### src/rtl/mem_arb_pkg.sv
// Shared types and defaults for the SPI/CPU memory arbiter.
// The grant type records which access owned the RAM port in the previous cycle.
package mem_arb_pkg;

    typedef enum logic [1:0] {
        NONE   = 2'd0,
        SPI    = 2'd1,
        CPU_RD = 2'd2,
        CPU_WR = 2'd3
    } grant_type_t;

    localparam logic [15:0] ROM_BASE_DEFAULT = 16'hE000;

endpackage

### src/rtl/spi_cpu_mem_arbiter.sv
// Shares one synchronous SRAM port between the SPI slave (never stalled) and the 6502 bus.
// Read data is steered per requester using the grant type registered in the previous cycle.
module spi_cpu_mem_arbiter
    import mem_arb_pkg::*;
#(
    parameter int              MEM_AW   = 17,
    parameter logic [MEM_AW-17:0] CPU_BANK = 'h1,
    parameter logic [15:0]     ROM_BASE = ROM_BASE_DEFAULT
) (
    input  logic              clk,
    input  logic              rst,
    input  logic              spi_en,
    input  logic              spi_wr,
    input  logic [23:0]       spi_addr,
    input  logic [7:0]        spi_wdata,
    output logic [7:0]        spi_rdata,
    input  logic              cpu_req,
    input  logic              cpu_we,
    input  logic [15:0]       cpu_addr,
    input  logic [7:0]        cpu_do,
    output logic [7:0]        cpu_di,
    output logic              cpu_rdy,
    output logic              ram_en,
    output logic              ram_wr,
    output logic [MEM_AW-1:0] ram_addr,
    output logic [7:0]        ram_wdata,
    input  logic [7:0]        ram_rdata,
    output logic [7:0]        stat_stall
);

    grant_type_t last_grant;
    grant_type_t grant_d;
    logic        stall_q;
    logic        stall_d;
    logic        rom_hit;
    logic [7:0]  cpu_di_q;
    logic        unused_spi_hi;

    assign unused_spi_hi = ^spi_addr[23:MEM_AW];
    assign rom_hit       = (cpu_addr >= ROM_BASE);
    assign stall_d       = cpu_req && spi_en;

    // SPI writes need no read-data steering, so they are recorded as NONE.
    always_comb begin
        grant_d   = NONE;
        ram_en    = 1'b0;
        ram_wr    = 1'b0;
        ram_addr  = '0;
        ram_wdata = '0;
        if (rst) begin
            grant_d = NONE;
        end else if (spi_en) begin
            ram_en    = 1'b1;
            ram_wr    = spi_wr;
            ram_addr  = spi_addr[MEM_AW-1:0];
            ram_wdata = spi_wdata;
            grant_d   = spi_wr ? NONE : SPI;
        end else if (cpu_req) begin
            ram_addr  = {CPU_BANK, cpu_addr};
            ram_wdata = cpu_do;
            if (cpu_we) begin
                grant_d = CPU_WR;
                ram_en  = !rom_hit;
                ram_wr  = !rom_hit;
            end else begin
                grant_d = CPU_RD;
                ram_en  = 1'b1;
            end
        end
    end

    assign cpu_rdy = !stall_q;
    assign cpu_di  = (last_grant == CPU_RD) ? ram_rdata : cpu_di_q;

    always_ff @(posedge clk) begin
        if (rst) begin
            last_grant <= NONE;
            stall_q    <= 1'b0;
            spi_rdata  <= 8'h00;
            cpu_di_q   <= 8'h00;
            stat_stall <= 8'h00;
        end else begin
            last_grant <= grant_d;
            stall_q    <= stall_d;
            if (stall_d && (stat_stall != 8'hFF))
                stat_stall <= stat_stall + 8'd1;
            if (last_grant == CPU_RD)
                cpu_di_q <= ram_rdata;
            if (last_grant == SPI)
                spi_rdata <= ram_rdata;
        end
    end

endmodule

### config.mk
export PLATFORM = sky130hd
export DESIGN_NAME = spi_cpu_mem_arbiter
export DESIGN_NICKNAME = d
export VERILOG_FILES = /design/src/rtl/mem_arb_pkg.sv /design/src/rtl/spi_cpu_mem_arbiter.sv
export SDC_FILE = /design/constraint.sdc
export NUM_CORES = 1
export LEC_CHECK = 0
export BUFFER_PORTS_ARGS = -buffer_cell sky130_fd_sc_hd__buf_2
export CAP_MARGIN = 20
export CORE_MARGIN = 2
export CORE_UTILIZATION = 41
export CTS_BUF_LIST = sky130_fd_sc_hd__clkbuf_8 sky130_fd_sc_hd__clkbuf_16
export DETAILED_ROUTE_END_ITERATION = 10
export GPL_TIMING_DRIVEN = 0
export PLACE_DENSITY = 0.95
export REMOVE_ABC_BUFFERS = 1
export SLEW_MARGIN = 5
export SYNTH_ARGS = -nofsm -noshare
export SYNTH_HDL_FRONTEND = slang
export SYNTH_SLANG_ARGS = --single-unit
### constraint.sdc
create_clock -name clk -period 3.86 [get_ports clk]
set_clock_uncertainty 0.2 [all_clocks]
set_input_delay 0.579 -clock clk [delete_from_list [all_inputs] [get_ports clk]]
set_output_delay 0.579 -clock clk [all_outputs]
set_load 0.1 [all_outputs]
Word-level counts from Yosys, hierarchy flattened
Cells that the tools add are included.
- output and inout port bits: 52
- bits in registers: 27
- muxes and demuxes: 19
- equal/unequal tests: 3
- $add $sub $neg: 1
- order comparisons: 1
- reductions and logical operators: 4
- operator list (operator ; number):
    $mux 17 ; 3
    $mux 8 ; 4
    $ge 16x16->1 const B ; 1
    $mux 1 ; 10
    $add 8x1->8 const B ; 1
    $ne 8x8->1 const B ; 1
    $mux 2 ; 2
    $eq 2x1->1 const B ; 1
    $eq 2x2->1 const B ; 1
    $logic_and 1x1->1 ; 2
    $logic_not 1->1 ; 2

Depth between registers and ports, before layout
Gate-level depths: netlist of run 1.
- depth after elaboration: 6
- mapped depth: 5
- depth with buffers taken out: 4

Worst setup path before layout of run 1
OpenSTA, ideal clock, no wires.
- path kind: input to output
- from: in spi_en
- to: out ram_wr
- stages: 4
- path slack: 834 ps
- arrival time: 2247 ps
- required time: 3081 ps
- cell sequence: buf_6 -> nand3b_1 -> a2bb2oi_1 -> nor2_1
- longest elaborated chain between the ends: 2
- ends and longest elaborated chain (item ; line ; RTL):
    from (decl) ; spi_cpu_mem_arbiter.sv:12 ; input logic spi_en,
    $mux 1 ; spi_cpu_mem_arbiter.sv:52 ; end else if (spi_en) begin
    $mux 1 ; spi_cpu_mem_arbiter.sv:50 ; if (rst) begin
    to (decl) ; spi_cpu_mem_arbiter.sv:24 ; output logic ram_wr,
Every way passes these cells.

Final worst setup path of run 1
- from: in rst
- to: out ram_addr[9]
- longest elaborated chain between the ends: 1
- ends and longest elaborated chain (item ; line ; RTL):
    from (decl) ; spi_cpu_mem_arbiter.sv:11 ; input logic rst,
    $mux 17 ; spi_cpu_mem_arbiter.sv:50 ;
    to (decl) ; spi_cpu_mem_arbiter.sv:25 ; output logic [MEM_AW-1:0] ram_addr,
Every way passes these cells.

==> results of run 1 <==
-- layout make-up --
type | instances | share of cell area
clock inverter | 1 | 0.002449
sequential | 27 | 0.2645
timing repair buffer | 114 | 0.2792
inverter | 1 | 0.001837
tap | 46 | 0.02817
clock buffer | 3 | 0.02021
multi-input combinational | 105 | 0.4036
-- synth_stat cells --
cell type / n / area share
mux2i_1: 9 / 0.062
and4_4: 1 / 0.0078
nand2b_1: 5 / 0.022
and4_2: 1 / 0.0069
nor3b_4: 1 / 0.013
a311oi_1: 1 / 0.0061
buf_2: 6 / 0.021
a2bb2oi_1: 1 / 0.0061
a311oi_2: 1 / 0.010
buf_6: 3 / 0.023
a41oi_2: 1 / 0.011
and4b_1: 2 / 0.014
a21o_1: 1 / 0.0052
nand3b_1: 1 / 0.0052
mux2_2: 3 / 0.023
nor3_1: 2 / 0.0069
buf_4: 1 / 0.0052
dfxtp_1: 27 / 0.37
nor2b_1: 11 / 0.048
inv_1: 1 / 0.0026
mux2_1: 5 / 0.039
a21oi_1: 5 / 0.017
a21boi_0: 1 / 0.0052
clkbuf_1: 2 / 0.0052
nand2_1: 2 / 0.0052
a211oi_1: 2 / 0.010
a22o_1: 24 / 0.15
nor4b_1: 1 / 0.0061
nand4_1: 1 / 0.0043
ha_1: 1 / 0.0087
a21oi_2: 1 / 0.0061
nor2_1: 13 / 0.034
nand3_1: 1 / 0.0035
and3_1: 4 / 0.017
mux2_4: 1 / 0.010
a31oi_1: 2 / 0.0087
-- sequential cells by signal, indices dropped and copies added (netlist names) --
signal / flops
cpu_di_q: 8
last_grant: 2
spi_rdata: 8
stall_q: 1
stat_stall: 8
-- stage by stage --
| step | instance area [µm²] | utilization | power [W] |
|---|---|---|---|
| floorplan | 1366 | - | 0.0005434 |
| global placement | 1994 | 0.5930 | 0.0006127 |
| detailed placement | 1997 | 0.5938 | 0.0006157 |
| CTS | 2043 | 0.6075 | 0.0007677 |
| global route | 2043 | 0.6075 | 0.0007965 |
| finish | 2043 | 0.6075 | 0.0007621 |
-- path summary, 6_finish.rpt --
| path | startpoint | endpoint |
|---|---|---|
| worst max-delay path | rst | ram_addr[9] |
| worst min-delay path | spi_rdata[2]$_SDFFE_PP0N_ | spi_rdata[2]$_SDFFE_PP0N_ |
| worst min register to register | spi_rdata[2]$_SDFFE_PP0N_ | spi_rdata[2]$_SDFFE_PP0N_ |
| worst max register to register | stat_stall[0]$_SDFFE_PP0P_ | stat_stall[0]$_SDFFE_PP0P_ |
-- metal layers --
metal / up-vias / track usage / wire length, µm
met5: - / 0 / 0
met3: 4 / 0.04286 / 175
li1: 756 / - / -
met2: 49 / 0.3382 / 2009
met4: 0 / 0.01902 / 14
met1: 724 / 0.2522 / 1738
-- cell families after synthesis --
family                   after synthesis  synth area share
AND/OR/NAND/NOR                       46            0.1931
AO/OA/AOI/OAI                         40            0.2320
flip-flops                            27            0.3740
multiplexers                          18            0.1351
buffers and inverters                 13           0.05714
adder cells (fa/ha/maj)                1          0.008657
-- critical path, delay by kind of cell --
kind | cells | cell delay, ps
AND/OR/NAND/NOR | 1 | 850
buffers and inverters | 2 | 710
AO/OA/AOI/OAI | 1 | 270
-- report_power, final --
group	internal, W	total, W	switching [W]
registers	0.000287	0.000292	0.00000416
clock network	0.0000721	0.000153	0.0000807
logic	0.0000679	0.000318	0.000250
==> run summary, run 1 <==
Status: finished, final reports clean
Critical path arrival: 2430 ps
Clk_lat worst skew: 260 ps
Crit path setup slack, layout: 651.6 ps
Register bit total from synthesis: 27
Overall Global Routing Usage: 0.1937
Final setup violation count: 0
TritonCTS clock tree: done
Commonest non-fill, non-tap cell in the layout: buf_2
Final min period: 3208 ps
Leak: 1.125 nW
Vias: 1533
IO Pins: 122
First drt pass iteration count: 4
Slew Viols, Final: 0
Least-Margin Pin Slew: 941.5 ps
Final TNS setup: 0 ps
Final net count: 323
Proportion of layout cells with a drive suffix above 1: 0.5139
Post-cts resize count: 0
Via density: 5.162
CORE AREA: 3363 µm²
Final wirelength: 3939 µm
Clock transition at path regs: 80 ps
Routability cong.: 0.7744
Multi-input logic area: 824.5 µm²
Synth cell types: 36
Die H: 63.37 µm
Required time at the worst-slack endpoint: 3080 ps
Crit path capture type: output pin
Hold Crit Depth: 2
Fillers: 323
H-tree depth: 1
Worst hold-check path type: reg -> reg
Wire per inst: 13.26 µm
Mean Syn Cell Area: 9.966 µm²
Setup Buffers After CTS: 0
CP Cell Sequence: buf_2 -> nor3b_4 -> a22o_1 -> buf_2
Post-Place Cells: 293
Synthesis Warnings: 0
Max-cap violation count: 0
Post-Syn Instances: 145
First-pass GRT wire length: 6492 µm
Clock Sinks: 27
IO Port Bufs: 114
Fin crit share: 0.8312
Place WS: 647.5 ps
Drt initial violations: 68
Hpwl dp: 3088 µm
Std cell rows: 21
Initial antenna violation count: 0
Reg area: 540.5 µm²
Post-synth design cell area: 1445 µm²
Max Fanout on Critical Path: 32
Reg2Reg Depth: 4
Pwr dens: 373.0 nW/µm²
Most frequent cells in the layout: buf_2 (114), dfxtp_1 (27), a22o_1 (24)
Cell mode on critical path: buf_2
TritonCTS Buffers: 3
Max clock buf depth: 2
Highest clock rate: 311.7 MHz
Crit-path slowest cell: nor3b_4
CTS Hold Bufs: 0
Kind of critical path: in -> out
Remaining routing DRC violations: 0
Max VDD drop: 242.2 µV
Seq/Total Area, Yosys: 0.3740
Cell Count, Final, Fillers Out: 297
Hold Violations, Final: 0
Largest net degree at the start of global routing: 33
Clock Root Buffer: clkbuf_8
Area delta synth->final: 41.39%
Startpoint types: primary input
DIE AREA: 4016 µm²
RSZ-0062 raised after global routing: false
WHS: 298.7 ps
Starting Density: 0.4297
Largest stage delay, worst path: 850 ps
Post-route ant nets: 0
ANT cells: 0
Slew HR: 0.3717
Vias in the first global route: 1493
Flop-to-flop setup slack: 2220 ps
Chip width: 63.37 µm
Total grt overflow: 0
Power figures use the tool's default switching activity.
==> run 2, diff against run 1 <==
--- a/config.mk
+++ b/config.mk
@@ -8,11 +8,11 @@
 export BUFFER_PORTS_ARGS = -buffer_cell sky130_fd_sc_hd__buf_2
 export CAP_MARGIN = 20
 export CORE_MARGIN = 2
-export CORE_UTILIZATION = 41
+export CORE_UTILIZATION = 38
 export CTS_BUF_LIST = sky130_fd_sc_hd__clkbuf_8 sky130_fd_sc_hd__clkbuf_16
 export DETAILED_ROUTE_END_ITERATION = 10
 export GPL_TIMING_DRIVEN = 0
-export PLACE_DENSITY = 0.95
+export PLACE_DENSITY = 0.9
 export REMOVE_ABC_BUFFERS = 1
 export SLEW_MARGIN = 5
 export SYNTH_ARGS = -nofsm -noshare
==> constraint.sdc (replaced) <==
create_clock -name clk -period 3 [get_ports clk]
set_clock_uncertainty 0.2 [all_clocks]
set_input_delay 0.45 -clock clk [delete_from_list [all_inputs] [get_ports clk]]
set_output_delay 0.45 -clock clk [all_outputs]
set_load 0.1 [all_outputs]
==> run summary, run 2 (synthesis gave the netlist of run 1 again) <==
Largest net degree at the start of global routing: 33 (unchanged)
Clock Root Buffer: clkbuf_8 (unchanged)
Slew HR: 0.4759 (was 0.3717)
Final instance area: 2066 µm² (was 2043 µm²)
Clk_lat worst skew: 260 ps (about the same)
Area delta synth->final: 42.94% (was 41.39%)
First drt pass iteration count: 4 (unchanged)
Clock Sinks: 27 (unchanged)
Chip width: 65.67 µm (was 63.37 µm)
TritonCTS Buffers: 3 (unchanged)
Crit path from: rst (unchanged)
Max VDD drop: 268.0 µV (was 242.2 µV)
Pwr dens: 477.5 nW/µm² (was 373.0 nW/µm²)
H-tree depth: 1 (unchanged)
Commonest non-fill, non-tap cell in the layout: buf_2 (unchanged)
Vias in the first global route: 1264 (was 1493)
Vias: 1513 (was 1533)
ANT cells: 0 (unchanged)
First-pass GRT wire length: 5671 µm (was 6492 µm)
Max clock buf depth: 2 (unchanged)
Required time at the worst-slack endpoint: 2350 ps (was 3080 ps)
RSZ-0062 raised after global routing: false (unchanged)
Final min period: 2798 ps
Crit path setup slack, layout: 202.1 ps (was 651.6 ps)
Max Fanout on Critical Path: 33 (was 32)
Initial antenna violation count: 0 (unchanged)
Die H: 65.67 µm (was 63.37 µm)
Highest clock rate: 357.4 MHz
CTS Hold Bufs: 0 (unchanged)
TritonCTS clock tree: done (unchanged)
Drt initial violations: 72 (was 68)
Wire per inst: 12.84 µm (was 13.26 µm)
Std cell rows: 22 (was 21)
Overall Global Routing Usage: 0.1628 (was 0.1937)
Clock transition at path regs: 90 ps (was 80 ps)
Post-route ant nets: 0 (unchanged)
Status: finished, final reports clean (unchanged)
Fin crit share: 0.9326
Place WS: 44.51 ps (was 647.5 ps)
Post-cts resize count: 0 (unchanged)
Final wirelength: 3853 µm (was 3939 µm)
Reg2reg start: stat_stall[0]$_SDFFE_PP0P_ (unchanged)
Final TNS setup: 0 ps (unchanged)
DIE AREA: 4313 µm² (was 4016 µm²)
Largest regs: cpu_di_q x8, spi_rdata x8, stat_stall x8 (unchanged)
Dpl cell area: 1999 µm² (was 1997 µm²)
CORE AREA: 3661 µm² (was 3363 µm²)
IO Port Bufs: 114 (unchanged)
Final net count: 324 (was 323)
Slew Viols, Final: 0 (unchanged)
Leak: 1.129 nW (was 1.125 nW)
Proportion of layout cells with a drive suffix above 1: 0.5159 (was 0.5139)
Most frequent cells in the layout: buf_2 (114), dfxtp_1 (27), a22o_1 (24) (unchanged)
Hpwl dp: 2928 µm (was 3088 µm)
Starting Density: 0.3947 (was 0.4297)
Hold_sp: ram_rdata[4] (was spi_rdata[2]$_SDFFE_PP0N_)
IO Pins: 122 (unchanged)
Worst hold-check path type: in -> reg (was reg -> reg)
Max-cap violation count: 0 (unchanged)
Fillers: 324 (was 323)
Crit path capture type: output pin (unchanged)
Least-Margin Pin Slew: 782.7 ps (was 941.5 ps)
Remaining routing DRC violations: 0 (unchanged)
Routability cong.: 0.7323 (was 0.7744)
Via density: 5.043 (was 5.162)
Critical path arrival: 2150 ps (was 2430 ps)
Total grt overflow: 0 (unchanged)
Final setup violation count: 0 (unchanged)
Kind of critical path: in -> out (unchanged)
Setup Buffers After CTS: 0 (unchanged)
Hold Violations, Final: 0 (unchanged)
Startpoint types: primary input (unchanged)
## run 2: path summary, 6_finish.rpt
path	slack [ps]	end	cells past startpoint
worst max-delay path	200	ram_addr[4]	4
worst min-delay path	220	spi_rdata[4]$_SDFFE_PP0N_	3
worst max register to register	1360	stat_stall[0]$_SDFFE_PP0P_	4
worst min register to register	300	spi_rdata[1]$_SDFFE_PP0N_	2
## run 2: power breakdown
part | internal (W) | leakage [nW] | switching (W)
combinational | 0.0000884 | 0.888 | 0.000323
sequential | 0.000370 | 0.219 | 0.00000529
clock | 0.0000939 | 0.0217 | 0.000106
## run 2: through the flow
stage                     hold slack (ps)  utilization  std cells  total power, W
after floorplan                     317.9            -        133       0.0006992
final                               222.8       0.5643        300       0.0009863
after CTS                           214.7       0.5595        299       0.0009953
after global routing                230.8       0.5643        300        0.001032
after detailed placement            282.3       0.5461        295       0.0007924
after global placement              270.7       0.5455        295       0.0007885
## run 2: cell type report
class                           instances  area, µm²  share of cell area
Inverter                                1      3.754            0.001817
Tap cell                               48      60.06             0.02907
Clock buffer                            3      41.29             0.01999
Timing Repair Buffer                  114      570.5              0.2762
Sequential cell                        27      540.5              0.2617
Clock inverter                          1      7.507            0.003634
Multi-Input combinational cell        106      842.1              0.4076
## run 2: critical path, cell delays in order
cell,delay (ps)
buf_2,300
nor3b_2,730
a22o_1,230
buf_2,430
## run 2: per-layer routing
metal	track usage	up-vias	share of wire
li1	-	759	-
met1	0.2229	701	0.45
met2	0.2727	53	0.50
met3	0.03767	0	0.056
met4	0.007813	0	0
met5	0	-	0
